<file path="src/rtl/riscv_ic_pkg.sv">
// riscv_ic_pkg: types and constants shared by the interrupt controller files.
//   state_e      controller FSM state (IDLE, SERVICE)
//   MCAUSE_BASE  mcause value for external line 0
//   MAX_IRQ      largest supported number of external lines
//   mcause_of()  mcause value for a given line index
package riscv_ic_pkg;

  typedef enum logic {
    IDLE    = 1'b0,
    SERVICE = 1'b1
  } state_e;

  localparam logic [31:0] MCAUSE_BASE = 32'h8000_0010;
  localparam int          MAX_IRQ     = 16;

  function automatic logic [31:0] mcause_of(input logic [3:0] idx);
    return MCAUSE_BASE + {28'd0, idx};
  endfunction

endpackage

</file>
<file path="src/rtl/riscv_int_ctrl_if.sv">
// riscv_int_ctrl_if: core/peripheral side signals of the interrupt controller.
//   int_req_i  [NUM_IRQ]  interrupt requests from peripherals
//   mie_i      [32]       enable mask from the core
//   int_rst_i  [1]        end-of-service strobe (mret)
//   int_o      [1]        interrupt request to the core
//   mcause_o   [32]       cause of the interrupt in service
//   int_fin_o  [NUM_IRQ]  one-hot service-complete pulse
// Modports: master = core/peripheral side, slave = controller.
interface riscv_int_ctrl_if
  import riscv_ic_pkg::*;
#(
  parameter int NUM_IRQ = MAX_IRQ
);

  logic [NUM_IRQ-1:0] int_req_i;
  logic [31:0]        mie_i;
  logic               int_rst_i;
  logic               int_o;
  logic [31:0]        mcause_o;
  logic [NUM_IRQ-1:0] int_fin_o;

  modport master (
    output int_req_i, mie_i, int_rst_i,
    input  int_o, mcause_o, int_fin_o
  );

  modport slave (
    input  int_req_i, mie_i, int_rst_i,
    output int_o, mcause_o, int_fin_o
  );

endinterface

</file>
<file path="src/rtl/riscv_ic_prio_enc.sv">
// riscv_ic_prio_enc: combinational fixed-priority encoder, lowest index wins.
//   req    [NUM_IRQ]  request vector
//   valid  [1]        any request set
//   idx    [4]        index of the lowest set bit (0 when none)
module riscv_ic_prio_enc
  import riscv_ic_pkg::*;
#(
  parameter int NUM_IRQ = MAX_IRQ
) (
  input  logic [NUM_IRQ-1:0] req,
  output logic               valid,
  output logic [3:0]         idx
);

  always_comb begin
    valid = |req;
    idx   = '0;
    // Scan downward so the lowest set bit is the last one written.
    for (int i = NUM_IRQ - 1; i >= 0; i--) begin
      if (req[i]) idx = 4'(i);
    end
  end

endmodule

</file>
<file path="src/rtl/riscv_int_ctrl.sv">
// riscv_int_ctrl: single-level, non-nesting external interrupt controller.
//   clk  rising-edge clock shared with the core
//   rst  synchronous active-high reset
//   bus  riscv_int_ctrl_if.slave (requests, mask, mret strobe, int_o,
//        mcause_o, int_fin_o)
// Build option: define RISCV_IC_EDGE_EN to capture requests on rising edges
// instead of levels.
//
// state   | meaning
// --------+-------------------------------------------------------------
// IDLE    | waiting for an eligible (pending & enabled) line
// SERVICE | winner latched, int_o pulsed on first cycle, waiting for mret
module riscv_int_ctrl
  import riscv_ic_pkg::*;
#(
  parameter int NUM_IRQ = MAX_IRQ
) (
  input logic             clk,
  input logic             rst,
  riscv_int_ctrl_if.slave bus
);

  state_e             state_q, state_d;
  logic [NUM_IRQ-1:0] pending_q;
  logic [NUM_IRQ-1:0] captured;
  logic [NUM_IRQ-1:0] eligible;
  logic [NUM_IRQ-1:0] win_onehot;
  logic [NUM_IRQ-1:0] fin_mask;
  logic [NUM_IRQ-1:0] fin_q;
  logic [3:0]         winner_q;
  logic [3:0]         enc_idx;
  logic               enc_valid;
  logic               enter;
  logic               done;
  logic               first_q;
  logic               rearm_q;
  logic [31:0]        mcause_q;
  logic               unused_mie;

  assign unused_mie = ^bus.mie_i[31:NUM_IRQ];

`ifdef RISCV_IC_EDGE_EN
  logic [NUM_IRQ-1:0] int_req_q;

  always_ff @(posedge clk) begin
    if (rst) int_req_q <= '0;
    else     int_req_q <= bus.int_req_i;
  end

  assign captured = bus.int_req_i & ~int_req_q;
`else
  assign captured = bus.int_req_i;
`endif

  assign eligible = pending_q & bus.mie_i[NUM_IRQ-1:0];

  riscv_ic_prio_enc #(.NUM_IRQ(NUM_IRQ)) u_prio_enc (
    .req   (eligible),
    .valid (enc_valid),
    .idx   (enc_idx)
  );

  assign enter = (state_q == IDLE) && enc_valid;
  assign done  = (state_q == SERVICE) && bus.int_rst_i;

  always_comb begin
    win_onehot = '0;
    for (int i = 0; i < NUM_IRQ; i++) win_onehot[i] = (winner_q == 4'(i));
  end

  assign fin_mask = done ? win_onehot : '0;

  // State register
  always_ff @(posedge clk) begin
    if (rst) state_q <= IDLE;
    else     state_q <= state_d;
  end

  // Next-state logic
  always_comb begin
    state_d = state_q;
    case (state_q)
      IDLE:    if (enc_valid)     state_d = SERVICE;
      SERVICE: if (bus.int_rst_i) state_d = IDLE;
      default:                    state_d = IDLE;
    endcase
  end

  // Datapath registers. The winner's pending bit stays set through service,
  // so a fresh capture on that line while in service would be absorbed by
  // the clear at completion; rearm_q remembers it and re-pends the line.
  always_ff @(posedge clk) begin
    if (rst) begin
      pending_q <= '0;
      winner_q  <= '0;
      mcause_q  <= '0;
      first_q   <= 1'b0;
      rearm_q   <= 1'b0;
      fin_q     <= '0;
    end else begin
      pending_q <= (pending_q & ~fin_mask) | captured
                   | (rearm_q ? fin_mask : '0);
      first_q   <= enter;
      fin_q     <= fin_mask;
      if (enter || done)
        rearm_q <= 1'b0;
      else if (state_q == SERVICE && |(captured & win_onehot))
        rearm_q <= 1'b1;
      if (enter) begin
        winner_q <= enc_idx;
        mcause_q <= mcause_of(enc_idx);
      end
    end
  end

  // Outputs
  always_comb begin
    bus.int_o     = (state_q == SERVICE) && first_q;
    bus.mcause_o  = mcause_q;
    bus.int_fin_o = fin_q;
  end

endmodule

</file>
<file path="src/flat_wrapper.sv">
// flat-port wrapper written by rule: the top's interface ports become plain ports
module riscv_int_ctrl_flat import riscv_ic_pkg::*;
#(
  parameter int NUM_IRQ = MAX_IRQ
)
  (clk, rst, bus_int_req_i, bus_mie_i, bus_int_rst_i, bus_int_o, bus_mcause_o, bus_int_fin_o);
  riscv_int_ctrl_if #(.NUM_IRQ(NUM_IRQ)) bus_i ();
  input logic clk;
  input logic rst;
  input wire logic [$bits(bus_i.int_req_i)-1:0] bus_int_req_i;
  input wire logic [$bits(bus_i.mie_i)-1:0] bus_mie_i;
  input wire logic [$bits(bus_i.int_rst_i)-1:0] bus_int_rst_i;
  output wire logic [$bits(bus_i.int_o)-1:0] bus_int_o;
  output wire logic [$bits(bus_i.mcause_o)-1:0] bus_mcause_o;
  output wire logic [$bits(bus_i.int_fin_o)-1:0] bus_int_fin_o;
  assign bus_i.int_req_i = bus_int_req_i;
  assign bus_i.mie_i = bus_mie_i;
  assign bus_i.int_rst_i = bus_int_rst_i;
  assign bus_int_o = bus_i.int_o;
  assign bus_mcause_o = bus_i.mcause_o;
  assign bus_int_fin_o = bus_i.int_fin_o;
  riscv_int_ctrl #(.NUM_IRQ(NUM_IRQ)) u_core (.clk(clk), .rst(rst), .bus(bus_i));
endmodule
</file>
<file path="config.mk">
export PLATFORM = sky130hd
export DESIGN_NAME = riscv_int_ctrl_flat
export DESIGN_NICKNAME = d
export VERILOG_FILES = /design/src/rtl/riscv_ic_pkg.sv /design/src/rtl/riscv_int_ctrl_if.sv /design/src/rtl/riscv_ic_prio_enc.sv /design/src/rtl/riscv_int_ctrl.sv /design/src/flat_wrapper.sv
export SDC_FILE = /design/constraint.sdc
export NUM_CORES = 1
export LEC_CHECK = 0
export ABC_CLOCK_PERIOD_IN_PS = 1700
export CORE_MARGIN = 3
export CORE_UTILIZATION = 38
export CTS_CLUSTER_SIZE = 20
export DETAILED_ROUTE_END_ITERATION = 8
export PLACE_DENSITY = 0.77
export RECOVER_POWER = 50
export SLEW_MARGIN = 20
export SYNTH_ARGS = -nofsm -noshare
export SYNTH_HDL_FRONTEND = slang
export SYNTH_HIERARCHICAL = 1
export SYNTH_SLANG_ARGS = --single-unit
</file>
<file path="constraint.sdc">
create_clock -name clk -period 1.7 [get_ports clk]
set_input_delay 0.17 -clock clk [delete_from_list [all_inputs] [get_ports clk]]
set_output_delay 0.17 -clock clk [all_outputs]
set_load 0.05 [all_outputs]
</file>
==> results of run 1 <==
-- report_power, final --
part	switching (mW)	total [mW]	leakage [nW]	internal (mW)
Sequential	0.0533	1.04	0.330	0.987
Combinational	0.446	0.750	0.933	0.304
Clock	0.349	0.829	0.0614	0.480
Total	0.848	2.62	1.32	1.77
-- cell type report --
type                            count  area (µm²)
Tap cell                           72        90.1
Multi-Input combinational cell    188        1170
Fill cell                         512        2460
Timing Repair Buffer               94         842
Inverter                           22        82.6
Clock inverter                      2        38.8
Clock buffer                        6        82.6
Sequential cell                    40         806
-- cells by family after synthesis --
group | after synthesis | synth area share
other | 1 | 0.00168
multiplexers | 21 | 0.0944
flip-flops | 40 | 0.360
AO/OA/AOI/OAI | 39 | 0.107
AND/OR/NAND/NOR | 102 | 0.268
buffers and inverters | 65 | 0.170
-- critical path, delay by kind of cell, from the launching register on --
| kind | cells | cell delay [ns] |
|---|---|---|
| flops | 1 | 0.34 |
| mux | 1 | 0.19 |
| simple gates | 6 | 1.13 |
-- sequential cells by signal, indices dropped and copies added (netlist names) --
| signal | cells |
|---|---|
| u_core/bus.int_fin_o | 16 |
| u_core/bus.mcause_o | 2 |
| u_core/first_q | 1 |
| u_core/winner_q | 3 |
| u_core/rearm_q | 1 |
| u_core/pending_q | 16 |
| u_core/state_q | 1 |
-- worst min path at each step --
stage                                        startpoint                                   to  slack [ns]  cells past startpoint
floorplan                              bus_int_req_i[0]       u_core/pending_q[0]$_SDFF_PP0_        0.30                      2
finish                                 bus_int_req_i[4]       u_core/pending_q[4]$_SDFF_PP0_        0.44                      3
CTS                                    bus_int_req_i[9]       u_core/pending_q[9]$_SDFF_PP0_        0.43                      3
global placement    u_core/bus.mcause_o[4]$_SDFFE_PP0P_  u_core/bus.mcause_o[4]$_SDFFE_PP0P_        0.50                      2
detailed placement  u_core/bus.mcause_o[4]$_SDFFE_PP0P_  u_core/bus.mcause_o[4]$_SDFFE_PP0P_        0.50                      2
global route                           bus_int_req_i[0]       u_core/pending_q[0]$_SDFF_PP0_        0.45                      3
-- repair_timing --
item,in CTS,in global routing
pin swaps,2,2
hold endpoints to repair,0,0
setup endpoints to repair,8,8
buffers inserted,1,0
gates resized for setup,5,3
-- cells in the final DEF, fill, tap and decap left out, drive strengths merged, types with 3 or more instances in the layout --
cell and count:
o21ai 3, inv 22, mux2i 21, a21oi 22
nor2 35, nand3 3, dfxtp 40, nand3b 3
buf 34, nand2b 3, nand2 8, clkdlybuf4s50 50
clkbuf 16, conb 26, nor3 19, and2 18
nor2b 3
-- synthesized netlist by cell type, drive strengths merged, types with 2 or more instances --
library cell  instances  area (µm²)
nor3                 19         121
mux2i                21         210
dfxtp                40         801
nor4                  2        18.8
nand3                 3        15.0
or3                   2        12.5
buf                  39         280
and2                 18         113
nor2b                 3        18.8
nand2b                3        18.8
inv                  22        82.6
a221oi                2        17.5
nand2                 8        30.0
o21ai                 3        15.0
clkbuf                4        15.0
nand3b                3        22.5
a21oi                22         110
a31oi                 2        12.5
nand4b                2        47.6
a22oi                 2        15.0
nor2                 35         141
-- routing by layer --
layer	wire, µm	vias to the layer above	part of all wire
met2	3010	73	0.51
met4	79	0	0.013
met3	400	9	0.068
li1	-	1009	-
met5	0	-	0
met1	2370	922	0.40
==> impl_metrics.toml, run 1 <==
[routing]
routed_wl_um = 5860
via_per_inst = 4.75
drt_pre_antenna_iters = 4
drt_iter0_markers = 106
detail-route-antenna-nets = 0
wire_per_inst_um = 13.8
number_of_remaining_drc_errors = 0
num_vias = 2013

[placed_design]
place_inst = 415
pre_cts_ws_ns = -0.457
port_buffers = 57
place_congestion = 0.906
place_area_um2 = 2980
place_hpwl_um = 4450

[worst_setup_path]
regToRegEndpoint = "u_core/winner_q[2]$_SDFFE_PP0P_"
timing.critical_path.from_type = "register"
list_of_cells_traversed_by_the_critical_path = "and2_4 > nor4_4 > nand3_1 > or3_1 > nor2b_4 > mux2i_1 > nor2_1"
crit_path_start = "u_core/pending_q[7]$_SDFF_PP0_"
crit_fanout = 8
worst_path_largest_cell_delay_ns = 0.35
slowest_stage = "sky130_fd_sc_hd__or3_1"
timing.critical_path.required_ns = 1.89
regToRegSetupSlack_ns = -0.07
crit-reg2reg-launch = "u_core/pending_q[7]$_SDFF_PP0_"
crit_path_end = "u_core/winner_q[2]$_SDFFE_PP0P_"
path_class = "reg -> reg"
r2r.worst_path.cells = 7
critical_path.endpoint_type = "register"
cp_data_arrival_time_ns = 1.96

[pwr]
total_power_mw = 2.62
peakVddDrop_mv = 0.469
leakage_power_figure_nw = 1.32
power_density_nw_per_um2 = 841

[sta]
final_hold_viol_count = 0
maxSlewViolCount = 0
min_period_over_period = 1.04
max_freq_mhz = 565
worst_hold_margin_ns = 0.436
clock-skew-final_ns = 0.00326
worst_slew_margin_relative_to_its_limit = 0.606
tightest_slew_ns = 0.594
rsz0062_at_grt = "true"
timing.final.crit_period_ns = 1.77
setup_slack_ns = -0.0706
finalSetupTns_ns = -0.265
timing.final.setup_violations = 6

[global_routing]
first_pass_grt_wire_length_um = 8760
grt_use_met1 = 0.196
busiest_layer = "met2"
grt_max_degree = 25
gr-usage-met2 = 0.319
global_route.overflow_total = 0
grt_antenna_before_repair = 0
global_route.usage.total = 0.176
grt_pass1_vias = 1868
met3_usage = 0.0380

[synthesis]
async_reset_ff_frac = 0
post_synth_instance_area_um2 = 2230
synth_edf_count = 0
post_synth_inst_count = 268
syn_avg_cell_area_um2 = 8.31
register_bit_count_reported_by_yosys = 40
count_of_cell_types_in_the_netlist = 41
yosys_warnings = 6
yosys_most_used_dff = "sky130_fd_sc_hd__dfxtp_1"
synth.yosys.seq_area_share = 0.360

[clock_tree]
clock_latency_ns = 0.30
clk_pin_slew_worst_paths_ns = 0.08
cts_buffer_depth = 2
clock_sinks = 40
number_of_h_tree_levels = 2
cts_made_buffers = 5
cts_tree = "yes"
clock_root_buffer = "sky130_fd_sc_hd__clkbuf_8"
postCtsHoldBufs = 0

[die]
design.die.area_um2 = 6820
die_h_um = 82.6
placementRows = 27
initial_utilization = 0.400
die_span_in_x_um = 82.6
design.core.area_um2 = 5570
floorplan.io_pins = 100

[run_status]
outcome = "complete, but fails checks"
failed_checks = "negative setup slack"

[layout]
area_of_all_placed_cells_without_fillers_um2 = 3110
proportion_of_layout_cells_with_a_drive_suffix_above_1 = 0.190
nets = 402
instances_no_fill = 424
area_delta_synth_final_pct = 39.8
antenna_cells_inserted = 0
final_util = 0.558

[worst_hold_path]
hold_path_class = "in -> reg"

[run]
max-cap-violations = 0
(Power assumes the default switching activity.)
==> inputs of run 2 (changes only) <==
CORE_ASPECT_RATIO = 2   (was not set)
==> run 2 against run 1 <==
Compared with the run above:
- the flow still finishes with violations (negative setup slack)
- cell count down 0.94%
- hold slack better by 0.0035 ns
- power increased by 4.0%
- clock skew increased by 0.013 ns
- sequential power about the same
- critical path depth did not move
==> impl_metrics.toml, run 2 (synthesized netlist as in run 1, its figures left out) <==
[sta]
maxSlewViolCount = 0
timing.final.setup_violations = 5
final_hold_viol_count = 0
setup_slack_ns = -0.0411
worst_slew_margin_relative_to_its_limit = 0.605
rsz0062_at_grt = "true"
tightest_slew_ns = 0.596
timing.final.crit_period_ns = 1.74
max_freq_mhz = 574
min_period_over_period = 1.02
clock-skew-final_ns = 0.0162

[die]
design.core.area_um2 = 5560
initial_utilization = 0.400
die_span_in_x_um = 60.1
design.die.area_um2 = 6870
placementRows = 38
floorplan.io_pins = 100
die_h_um = 114

[clock_tree]
cts_made_buffers = 5
clock_sinks = 40
clk_pin_slew_worst_paths_ns = 0.09
clock_latency_ns = 0.29
clock_root_buffer = "sky130_fd_sc_hd__clkbuf_8"
number_of_h_tree_levels = 2
cts_tree = "yes"
cts_buffer_depth = 2
postCtsHoldBufs = 0

[worst_setup_path]
list_of_cells_traversed_by_the_critical_path = "and2_4 > nor4_4 > nand3_1 > or3_4 > nor2b_4 > mux2i_1 > nor2_1"
timing.critical_path.required_ns = 1.89
timing.critical_path.max_delay_family = "simple AND/OR/NAND/NOR gates"
slowest_stage = "sky130_fd_sc_hd__or3_4"
worst_path_largest_cell_delay_ns = 0.35
critPathBufInv = 0
cp_data_arrival_time_ns = 1.93
critical_path.endpoint_type = "register"
timing.critical_path.from_type = "register"
crit_fanout = 8
regToRegSetupSlack_ns = -0.04
path_class = "reg -> reg"

[layout]
layout_commonest_cell = "sky130_fd_sc_hd__clkdlybuf4s50_1"
nets = 411
proportion_of_layout_cells_with_a_drive_suffix_above_1 = 0.203
regArea_um2 = 805
final_util = 0.571
antenna_cells_inserted = 0
layout.cells.most_common_list = "sky130_fd_sc_hd__clkdlybuf4s50_1, sky130_fd_sc_hd__buf_4, sky130_fd_sc_hd__dfxtp_1"
n_fill_cell = 512
multi_input_comb_area_um2 = 1170
area_delta_synth_final_pct = 42.6

[routing]
drt_pre_antenna_iters = 4
num_vias = 2094
detail-route-antenna-nets = 0
number_of_remaining_drc_errors = 0
routed_wl_um = 6280
drt_iter0_markers = 59
via_per_inst = 4.99
wire_per_inst_um = 14.9

[global_routing]
grt_pass1_vias = 1993
global_route.overflow_total = 0
grt_antenna_before_repair = 0
first_pass_grt_wire_length_um = 9440
global_route.usage.total = 0.188
grt_max_degree = 20

[pwr]
power_report.internal_total_mw = 1.89
power.net_switching_mw = 0.833
power.share.switching = 0.306
power.combinational.fraction = 0.289
pwr-share-clk = 0.331
peakVddDrop_mv = 0.823
power_density_nw_per_um2 = 858
leakage_power_figure_nw = 1.36
power.sequential.fraction = 0.381
total_power_mw = 2.72

[run_status]
outcome = "complete, but fails checks"
failed_checks = "negative setup slack"

[run]
max-cap-violations = 0

[placed_design]
port_buffers = 57
place_congestion = 0.893
pre_cts_ws_ns = -0.445
place_hpwl_um = 5050

[worst_hold_path]
hold_path_class = "in -> reg"
[run 2: changes by cell type in the layout (fill, tap and decap cells not counted), moves of 2 or more]
| cell | delta |
|---|---|
| sky130_fd_sc_hd__clkbuf_1 | +2 |
| sky130_fd_sc_hd__buf_4 | +9 |
| sky130_fd_sc_hd__clkdlybuf4s50_1 | -2 |
| sky130_fd_sc_hd__clkbuf_2 | -2 |
[run 2: final cells by class]
| cell class | instances | area share |
|---|---|---|
| Inverter | 22 | 0.0260 |
| Timing Repair Buffer | 103 | 0.288 |
| Clock inverter | 2 | 0.0189 |
| Clock buffer | 5 | 0.0217 |
| Tap cell | 60 | 0.0236 |
| Multi-Input combinational cell | 188 | 0.368 |
| Sequential cell | 40 | 0.253 |
[run 2: timing repair]
action / CTS / global route
endpoints found under the setup margin: 8 / 8
setup buffers: 2 / 2
pin swaps: 2 / 2
gates resized for setup: 6 / 4
hold endpoints to repair: 0 / 0
[run 2: path summary, 6_finish.rpt]
| kind | start | end | depth (start not counted) |
|---|---|---|---|
| max | u_core/pending_q[7]$_SDFF_PP0_ | u_core/winner_q[0]$_SDFFE_PP0P_ | 7 |
| min | bus_int_req_i[8] | u_core/pending_q[8]$_SDFF_PP0_ | 3 |
| max reg2reg | u_core/pending_q[7]$_SDFF_PP0_ | u_core/winner_q[0]$_SDFFE_PP0P_ | 7 |
| min reg2reg | u_core/bus.mcause_o[4]$_SDFFE_PP0P_ | u_core/bus.mcause_o[4]$_SDFFE_PP0P_ | 2 |
[run 2: metal layers]
| metal | GRT usage | up-vias | routed length, µm |
|---|---|---|---|
| met5 | 0 | - | 0 |
| met4 | 0.138 | 0 | 376 |
| met3 | 0.0260 | 23 | 343 |
| met2 | 0.360 | 95 | 3510 |
| met1 | 0.161 | 956 | 2050 |
| li1 | - | 1020 | - |
[run 2: worst reg2reg max path, stage by stage, from the launching register on]
cell and delay (ns):
sky130_fd_sc_hd__dfxtp_2 0.33, sky130_fd_sc_hd__and2_4 0.15, sky130_fd_sc_hd__nor4_4 0.26, sky130_fd_sc_hd__nand3_1 0.14, sky130_fd_sc_hd__or3_4 0.35, sky130_fd_sc_hd__nor2b_4 0.17
sky130_fd_sc_hd__mux2i_1 0.18, sky130_fd_sc_hd__nor2_1 0.05
[run 2: power by group through the flow]
stage | clock network (mW) | logic (mW) | registers [mW]
2_1_floorplan | 0 | 0.488 | 1.08
3_3_place_gp | 0 | 0.764 | 1.06
3_5_place_dp | 0 | 0.767 | 1.06
4_1_cts | 0.919 | 0.783 | 1.04
5_1_grt | 0.944 | 0.837 | 1.05
6_report | 0.900 | 0.786 | 1.04
[run 2: per-stage QoR]
| stage | hold slack (ns) | setup TNS (ns) | cell area [µm²] | std cells |
|---|---|---|---|---|
| after global routing | 0.457 | -0.948 | 3180 | 420 |
| final | 0.439 | -0.191 | 3180 | 420 |
| after detailed placement | 0.520 | -3.27 | 3020 | 409 |
| after CTS | 0.441 | -0.0696 | 3190 | 418 |
| after global placement | 0.499 | -2.90 | 3020 | 409 |
| after floorplan | 0.299 | -0.0378 | 2330 | 293 |
